`config.mk`:
```
export PLATFORM = sky130hd
export DESIGN_NAME = uart_tx_arbiter
export DESIGN_NICKNAME = d
export VERILOG_FILES = /design/src/rtl/uart_tx_arbiter.sv
export SDC_FILE = /design/constraint.sdc
export NUM_CORES = 1
export LEC_CHECK = 0
export ABC_AREA = 1
export ABC_CLOCK_PERIOD_IN_PS = 2029
export CAP_MARGIN = 15
export CORE_ASPECT_RATIO = 1.1
export CORE_MARGIN = 5
export CORE_UTILIZATION = 50
export CTS_CLUSTER_SIZE = 14
export DETAILED_ROUTE_END_ITERATION = 8
export HOLD_SLACK_MARGIN = 0.12
export PLACE_DENSITY = 0.91
export SLEW_MARGIN = 20
export SYNTH_ARGS = -nofsm -noshare
export SYNTH_HDL_FRONTEND = slang
export SYNTH_SLANG_ARGS = --single-unit
export TNS_END_PERCENT = 100
```
`constraint.sdc`:
```
create_clock -name clock -period 2.03 [get_ports clock]
set_input_delay 0.203 -clock clock [delete_from_list [all_inputs] [get_ports clock]]
set_output_delay 0.203 -clock clock [all_outputs]
set_load 0.005 [all_outputs]
```
`src/rtl/uart_tx_arbiter.sv`:
```
// Round-robin, packet-granular arbiter sharing one UART transmitter among NUM_REQ byte sources.
// Each byte is loaded, sent with a one-cycle pulse, and tracked until the transmitter is idle again.
module uart_tx_arbiter #(
  parameter int NUM_REQ       = 4,
  parameter int START_TIMEOUT = 16,
  parameter int HOLD_TIMEOUT  = 4096
) (
  input  logic                 clock,
  input  logic                 reset,
  input  logic [NUM_REQ-1:0]   req,
  input  logic [8*NUM_REQ-1:0] req_data,
  input  logic [NUM_REQ-1:0]   req_last,
  output logic [NUM_REQ-1:0]   req_ack,
  output logic [NUM_REQ-1:0]   grant,
  output logic [7:0]           tx_byte,
  output logic                 tx_send,
  input  logic                 tx_idle,
  output logic                 busy,
  output logic                 err_start,
  output logic                 err_hold
);
  localparam int DATA_W = 8;
  localparam int IW     = $clog2(NUM_REQ);
  localparam int TMAX   = (HOLD_TIMEOUT > START_TIMEOUT) ? HOLD_TIMEOUT : START_TIMEOUT;
  localparam int CW     = $clog2(TMAX + 1);

  typedef enum logic [2:0] {IDLE, LOAD, WAIT_START, WAIT_DONE, HOLD} state_t;

  state_t              state, state_nxt;
  logic [IW-1:0]       owner, owner_nxt;
  logic [IW-1:0]       ptr, ptr_nxt;
  logic                last_q, last_nxt;
  logic [CW-1:0]       cnt, cnt_nxt;
  logic [NUM_REQ-1:0]  grant_nxt, ack_nxt;
  logic [DATA_W-1:0]   byte_nxt;
  logic                send_nxt, err_start_nxt, err_hold_nxt;
  logic                pick_found;
  logic [IW-1:0]       pick_idx;

  function automatic logic [IW-1:0] rr_next(input logic [IW-1:0] idx);
    return (idx == IW'(NUM_REQ - 1)) ? '0 : idx + 1'b1;
  endfunction

  function automatic logic [NUM_REQ-1:0] onehot(input logic [IW-1:0] idx);
    return NUM_REQ'(1) << idx;
  endfunction

  function automatic logic [CW-1:0] sat_inc(input logic [CW-1:0] c);
    return (c == '1) ? c : c + 1'b1;
  endfunction

  // First requester at or after p, walking upward with wrap; MSB flags a hit.
  function automatic logic [IW:0] rr_pick(input logic [NUM_REQ-1:0] r, input logic [IW-1:0] p);
    logic [IW:0]   res;
    logic [IW-1:0] j;
    res = '0;
    j   = p;
    for (int i = 0; i < NUM_REQ; i++) begin
      if (!res[IW] && r[j]) res = {1'b1, j};
      j = rr_next(j);
    end
    return res;
  endfunction

  always_comb begin
    state_nxt     = state;
    owner_nxt     = owner;
    ptr_nxt       = ptr;
    last_nxt      = last_q;
    cnt_nxt       = cnt;
    grant_nxt     = grant;
    byte_nxt      = tx_byte;
    ack_nxt       = '0;
    send_nxt      = 1'b0;
    err_start_nxt = 1'b0;
    err_hold_nxt  = 1'b0;
    {pick_found, pick_idx} = rr_pick(req, ptr);
    case (state)
      IDLE: begin
        if (pick_found && tx_idle) begin
          owner_nxt = pick_idx;
          grant_nxt = onehot(pick_idx);
          state_nxt = LOAD;
        end
      end
      LOAD: begin
        byte_nxt  = req_data[{owner, 3'b000} +: DATA_W];
        last_nxt  = req_last[owner];
        send_nxt  = 1'b1;
        ack_nxt   = onehot(owner);
        cnt_nxt   = '0;
        state_nxt = WAIT_START;
      end
      WAIT_START: begin
        if (!tx_idle) begin
          state_nxt = WAIT_DONE;
        end else if (cnt >= CW'(START_TIMEOUT - 1)) begin
          // Byte already acked to the requester: drop the packet rather than retry.
          err_start_nxt = 1'b1;
          grant_nxt     = '0;
          ptr_nxt       = rr_next(owner);
          state_nxt     = IDLE;
        end else begin
          cnt_nxt = sat_inc(cnt);
        end
      end
      WAIT_DONE: begin
        if (tx_idle) begin
          if (last_q) begin
            grant_nxt = '0;
            ptr_nxt   = rr_next(owner);
            state_nxt = IDLE;
          end else if (req[owner]) begin
            state_nxt = LOAD;
          end else begin
            cnt_nxt   = '0;
            state_nxt = HOLD;
          end
        end
      end
      HOLD: begin
        if (req[owner]) begin
          state_nxt = LOAD;
        end else if (cnt >= CW'(HOLD_TIMEOUT - 1)) begin
          err_hold_nxt = 1'b1;
          grant_nxt    = '0;
          ptr_nxt      = rr_next(owner);
          state_nxt    = IDLE;
        end else begin
          cnt_nxt = sat_inc(cnt);
        end
      end
      default: state_nxt = IDLE;
    endcase
  end

  always_ff @(posedge clock) begin
    if (reset) begin
      state     <= IDLE;
      owner     <= '0;
      ptr       <= '0;
      last_q    <= 1'b0;
      cnt       <= '0;
      grant     <= '0;
      req_ack   <= '0;
      tx_byte   <= '0;
      tx_send   <= 1'b0;
      busy      <= 1'b0;
      err_start <= 1'b0;
      err_hold  <= 1'b0;
    end else begin
      state     <= state_nxt;
      owner     <= owner_nxt;
      ptr       <= ptr_nxt;
      last_q    <= last_nxt;
      cnt       <= cnt_nxt;
      grant     <= grant_nxt;
      req_ack   <= ack_nxt;
      tx_byte   <= byte_nxt;
      tx_send   <= send_nxt;
      busy      <= (state_nxt != IDLE);
      err_start <= err_start_nxt;
      err_hold  <= err_hold_nxt;
    end
  end
endmodule

```
==> tab_implementation.tex <==
\begin{tabular}{lr}
\hline
Metric & Value \\
\hline
\multicolumn{2}{l}{\textbf{Logic synthesis}} \\
Cell taking the most area after synthesis & dfxtp\_1 \\
Post-synthesis async set-or-reset flop share & 0 \\
Share of synthesized area occupied by flip-flops and latches & 0.316 \\
Total of warnings raised by yosys & 0 \\
Number of synthesized flops with an enable pin & 0 \\
Cells after Synth & 401 \\
Total of flip-flops plus latches after synthesis & 41 \\
Ranking of synthesized cells by area & dfxtp\_1, nand2\_1, nor2\_1 \\
Count of cell types in the netlist & 34 \\
Area share of the largest cell type after synthesis & 0.316 \\
Most instantiated flip-flop cell in the synthesis netlist & dfxtp\_1 \\
Summed instance area of the synthesized netlist & 2600 um2 \\
Post-Syn Area per Cell & 6.48 um2 \\
Total nets after synthesis & 447 \\
\multicolumn{2}{l}{\textbf{Worst hold path}} \\
Worst hold-check path type & flip-flop to flip-flop \\
Hold\_sp & cnt[12]\$\_SDFFE\_PP0P\_ \\
Terminating pin of the worst hold path & cnt[12]\$\_SDFFE\_PP0P\_ \\
Number of cells on the worst hold path & 2 \\
\multicolumn{2}{l}{\textbf{Drt}} \\
Iter 0 DRT Violations & 241 \\
Via count & 2797 \\
Aggregate routed wire length & 6.72 mm \\
Final ANT Viol Nets & 0 \\
Post-route DRC violation count & 0 \\
Detailed-router iteration count before antenna repair & 4 \\
DR vias/cell & 5.32 \\
Detailed-route wire length per cell & 12.8 um \\
\multicolumn{2}{l}{\textbf{Critical path}} \\
Crit Reg-Reg Startpoint & cnt[0]\$\_SDFFE\_PP0P\_ \\
Cell-by-cell listing of the critical path & ha\_1, nand2\_1, nor2\_4, nor2\_2, nand3\_2, nand2\_2, nand2\_2, nor3\_4, buf\_4, nand3\_1, a21oi\_1 \\
CP Max Fanout & 6 \\
WP buf/inv & 1 \\
Setup CP Type & flip-flop to flip-flop \\
Most frequent cell on the critical path & nand2\_2 \\
Worst EP required & 2.26 ns \\
Startpoint Class & flip-flop \\
Reg2reg setup slack & 0.14 ns \\
Worst reg2reg path endpoint & cnt[2]\$\_SDFFE\_PP0P\_ \\
Path depth of the worst reg2reg path & 11 \\
CP Data Arrival Time & 2.13 ns \\
Max stage delay on crit path & 0.36 ns \\
Crit-path leading delay family & simple AND/OR/NAND/NOR gates \\
Cell with the biggest individual delay on the critical path & dfxtp\_1 \\
Critical Path Sink Type & flip-flop \\
\multicolumn{2}{l}{\textbf{Timing}} \\
Tcrit/Tclk final & 0.933 \\
Transition time at the pin with the least slew margin & 0.402 ns \\
Setup repair after global routing missed its margin & true \\
Final min period & 1.89 ns \\
Clk\_skew & 0.00200 ns \\
Final-report hold violation count & 0 \\
Relative slew slack & 0.732 \\
Final setup violation count & 0 \\
TNS Setup & 0 ns \\
Pins Over Slew Limit & 0 \\
Peak clock frequency supported by timing & 0.528 GHz \\
\multicolumn{2}{l}{\textbf{Die}} \\
Initial core utilization & 0.516 \\
Vert. Die Dim & 85.6 um \\
Die width & 78.7 um \\
Number of placed I/O pins & 63 \\
Full die area & 6740 um2 \\
Num rows & 27 \\
Core region area & 5030 um2 \\
\multicolumn{2}{l}{\textbf{Finish}} \\
Share of cells above drive strength 1 & 0.165 \\
Leading cell type in the layout, fill and taps excluded & nand2\_1 \\
\# diodes & 0 \\
Nets & 513 \\
Top library cells by usage in the layout, fill and taps aside & nand2\_1, nor2\_1, clkdlybuf4s50\_1, dfxtp\_1, inv\_1 \\
Post-synthesis to final-layout area growth & 33.8\% \\
Core occupancy in the finished layout & 0.691 \\
Post-route non-filler standard cell count & 526 \\
\multicolumn{2}{l}{\textbf{Power and ir drop}} \\
Total power & 3270 uW \\
Sequential fraction of design power & 0.302 \\
Portion of total power attributed to combinational logic & 0.455 \\
Leakage power of the design & 0.00148 uW \\
Max rail drop VDD & 0.491 mV \\
Clock network fraction of total power & 0.243 \\
Switching power total & 1250 uW \\
Switching part of the total power & 0.384 \\
Internal power & 2010 uW \\
Cell area power density & 940 nW/um2 \\
\multicolumn{2}{l}{\textbf{Clock tree}} \\
Deepest clock path buffer count & 2 \\
H-tree depth & 2 \\
Source-to-sink clock delay at the later pin of the worst-skew pair & 0.29 ns \\
Post-CTS setup buffer count & 0 \\
Clock slew seen by the registers of the worst setup and hold paths & 0.08 ns \\
CTS tree & done \\
TritonCTS Sinks & 41 \\
Root buffer selected by CTS & clkbuf\_8 \\
CTS Buf Count & 5 \\
\multicolumn{2}{l}{\textbf{Placement}} \\
RePlAce Congestion & 0.893 \\
Post-Place Cells & 518 \\
DP HPWL & 5.32 mm \\
\# port buffers & 62 \\
\multicolumn{2}{l}{\textbf{Job}} \\
\# Max-Cap Violations & 0 \\
\multicolumn{2}{l}{\textbf{Global routing}} \\
Sum of overflow across all layers after global routing & 0 \\
Global-route usage over all layers & 0.210 \\
Number of antenna violations at the first check in global routing & 0 \\
Number of global-route vias before repair & 2897 \\
First-pass GRT wire length & 11.7 mm \\
Largest net degree at the start of global routing & 23 \\
\multicolumn{2}{l}{\textbf{Run status}} \\
Result of the run & complete, no violations \\
\hline
\end{tabular}
[power groups by stage]
stage	Sequential, uW	Clock [uW]	Combinational [uW]
after global placement	996	0	1400
after global routing	999	836	1680
after CTS	983	804	1460
after floorplan	1000	0	989
after detailed placement	1000	0	1450
final	986	794	1490
[synthesized netlist by cell type (5+ instances only)]
master,n
nand2_1,81
nor2_1,72
dfxtp_1,41
inv_1,35
nand3_1,25
o21ai_0,20
o21ai_1,16
a21oi_1,14
a21oi_2,11
inv_2,11
clkbuf_1,10
nand2_2,9
nand3_2,9
o22ai_1,9
nor2_2,5
xor2_1,5
[flip-flops by register name (all words and copies together), names as in the netlist]
name and count:
busy 1, cnt 13, err_hold 1, err_start 1, grant 4, last_q 1
owner 2, ptr 2, req_ack 4, state 3, tx_byte 8, tx_send 1
[per-layer routing]
metal,track usage,vias up,share of wire
met1,0.214,1272,0.38
met2,0.396,91,0.53
met4,0.0795,0,0.012
li1,-,1426,-
met3,0.0641,8,0.084
met5,0,-,0
[timing repair]
action / in CTS / in global routing
setup endpoints to repair: 0 / 19
resized for setup: 0 / 9
hold buffers: 0 / 0
[logic make-up (layout without fill, tap and decap cells)]
family,count (synthesis),in the layout,synth area share
simple gates,217,217,0.390
fa+ha+maj,3,3,0.0144
buf+inv,61,128,0.0968
flops,41,41,0.316
compound gates,73,73,0.163
xor+xnor,6,6,0.0202
[final cells by class]
cell class / instances / area [um2]
inverters: 46 / 173
multi-input cells: 299 / 1560
well taps: 58 / 72.6
flip-flops and latches: 41 / 822
clock buffers: 5 / 68.8
clock inverters: 3 / 68.8
fillers: 380 / 1560
repair buffers: 74 / 711
[worst min-delay path, cell delays in order (launching register included)]
cell and delay (ns):
dfxtp_1 0.32, nand2_1 0.06, nor2_1 0.03
[worst max-delay path by stage]
| stage | from | cells after the start | to | slack, ns |
|---|---|---|---|---|
| after floorplan | ptr[0]$_SDFFE_PP0P_ | 11 | owner[0]$_SDFFE_PP0P_ | 0.34 |
| after global placement | req[3] | 11 | cnt[1]$_SDFFE_PP0P_ | 0.10 |
| after detailed placement | req[3] | 11 | cnt[1]$_SDFFE_PP0P_ | 0.007 |
| after CTS | cnt[0]$_SDFFE_PP0P_ | 11 | cnt[1]$_SDFFE_PP0P_ | 0.09 |
| after global routing | ptr[1]$_SDFFE_PP0P_ | 13 | grant[1]$_SDFFE_PP0P_ | -0.004 |
| final | cnt[0]$_SDFFE_PP0P_ | 11 | cnt[2]$_SDFFE_PP0P_ | 0.14 |
[metrics by stage]
stage / cell area, um2 / hold slack, ns / worst slack (ns)
detailed placement: 3300 / 0.430 / 0.00746
finish: 3480 / 0.449 / 0.136
floorplan: 2600 / 0.279 / 0.339
global placement: 3300 / 0.428 / 0.101
CTS: 3440 / 0.444 / 0.0867
global route: 3480 / 0.490 / -0.00444
(Power assumes the default switching activity.)
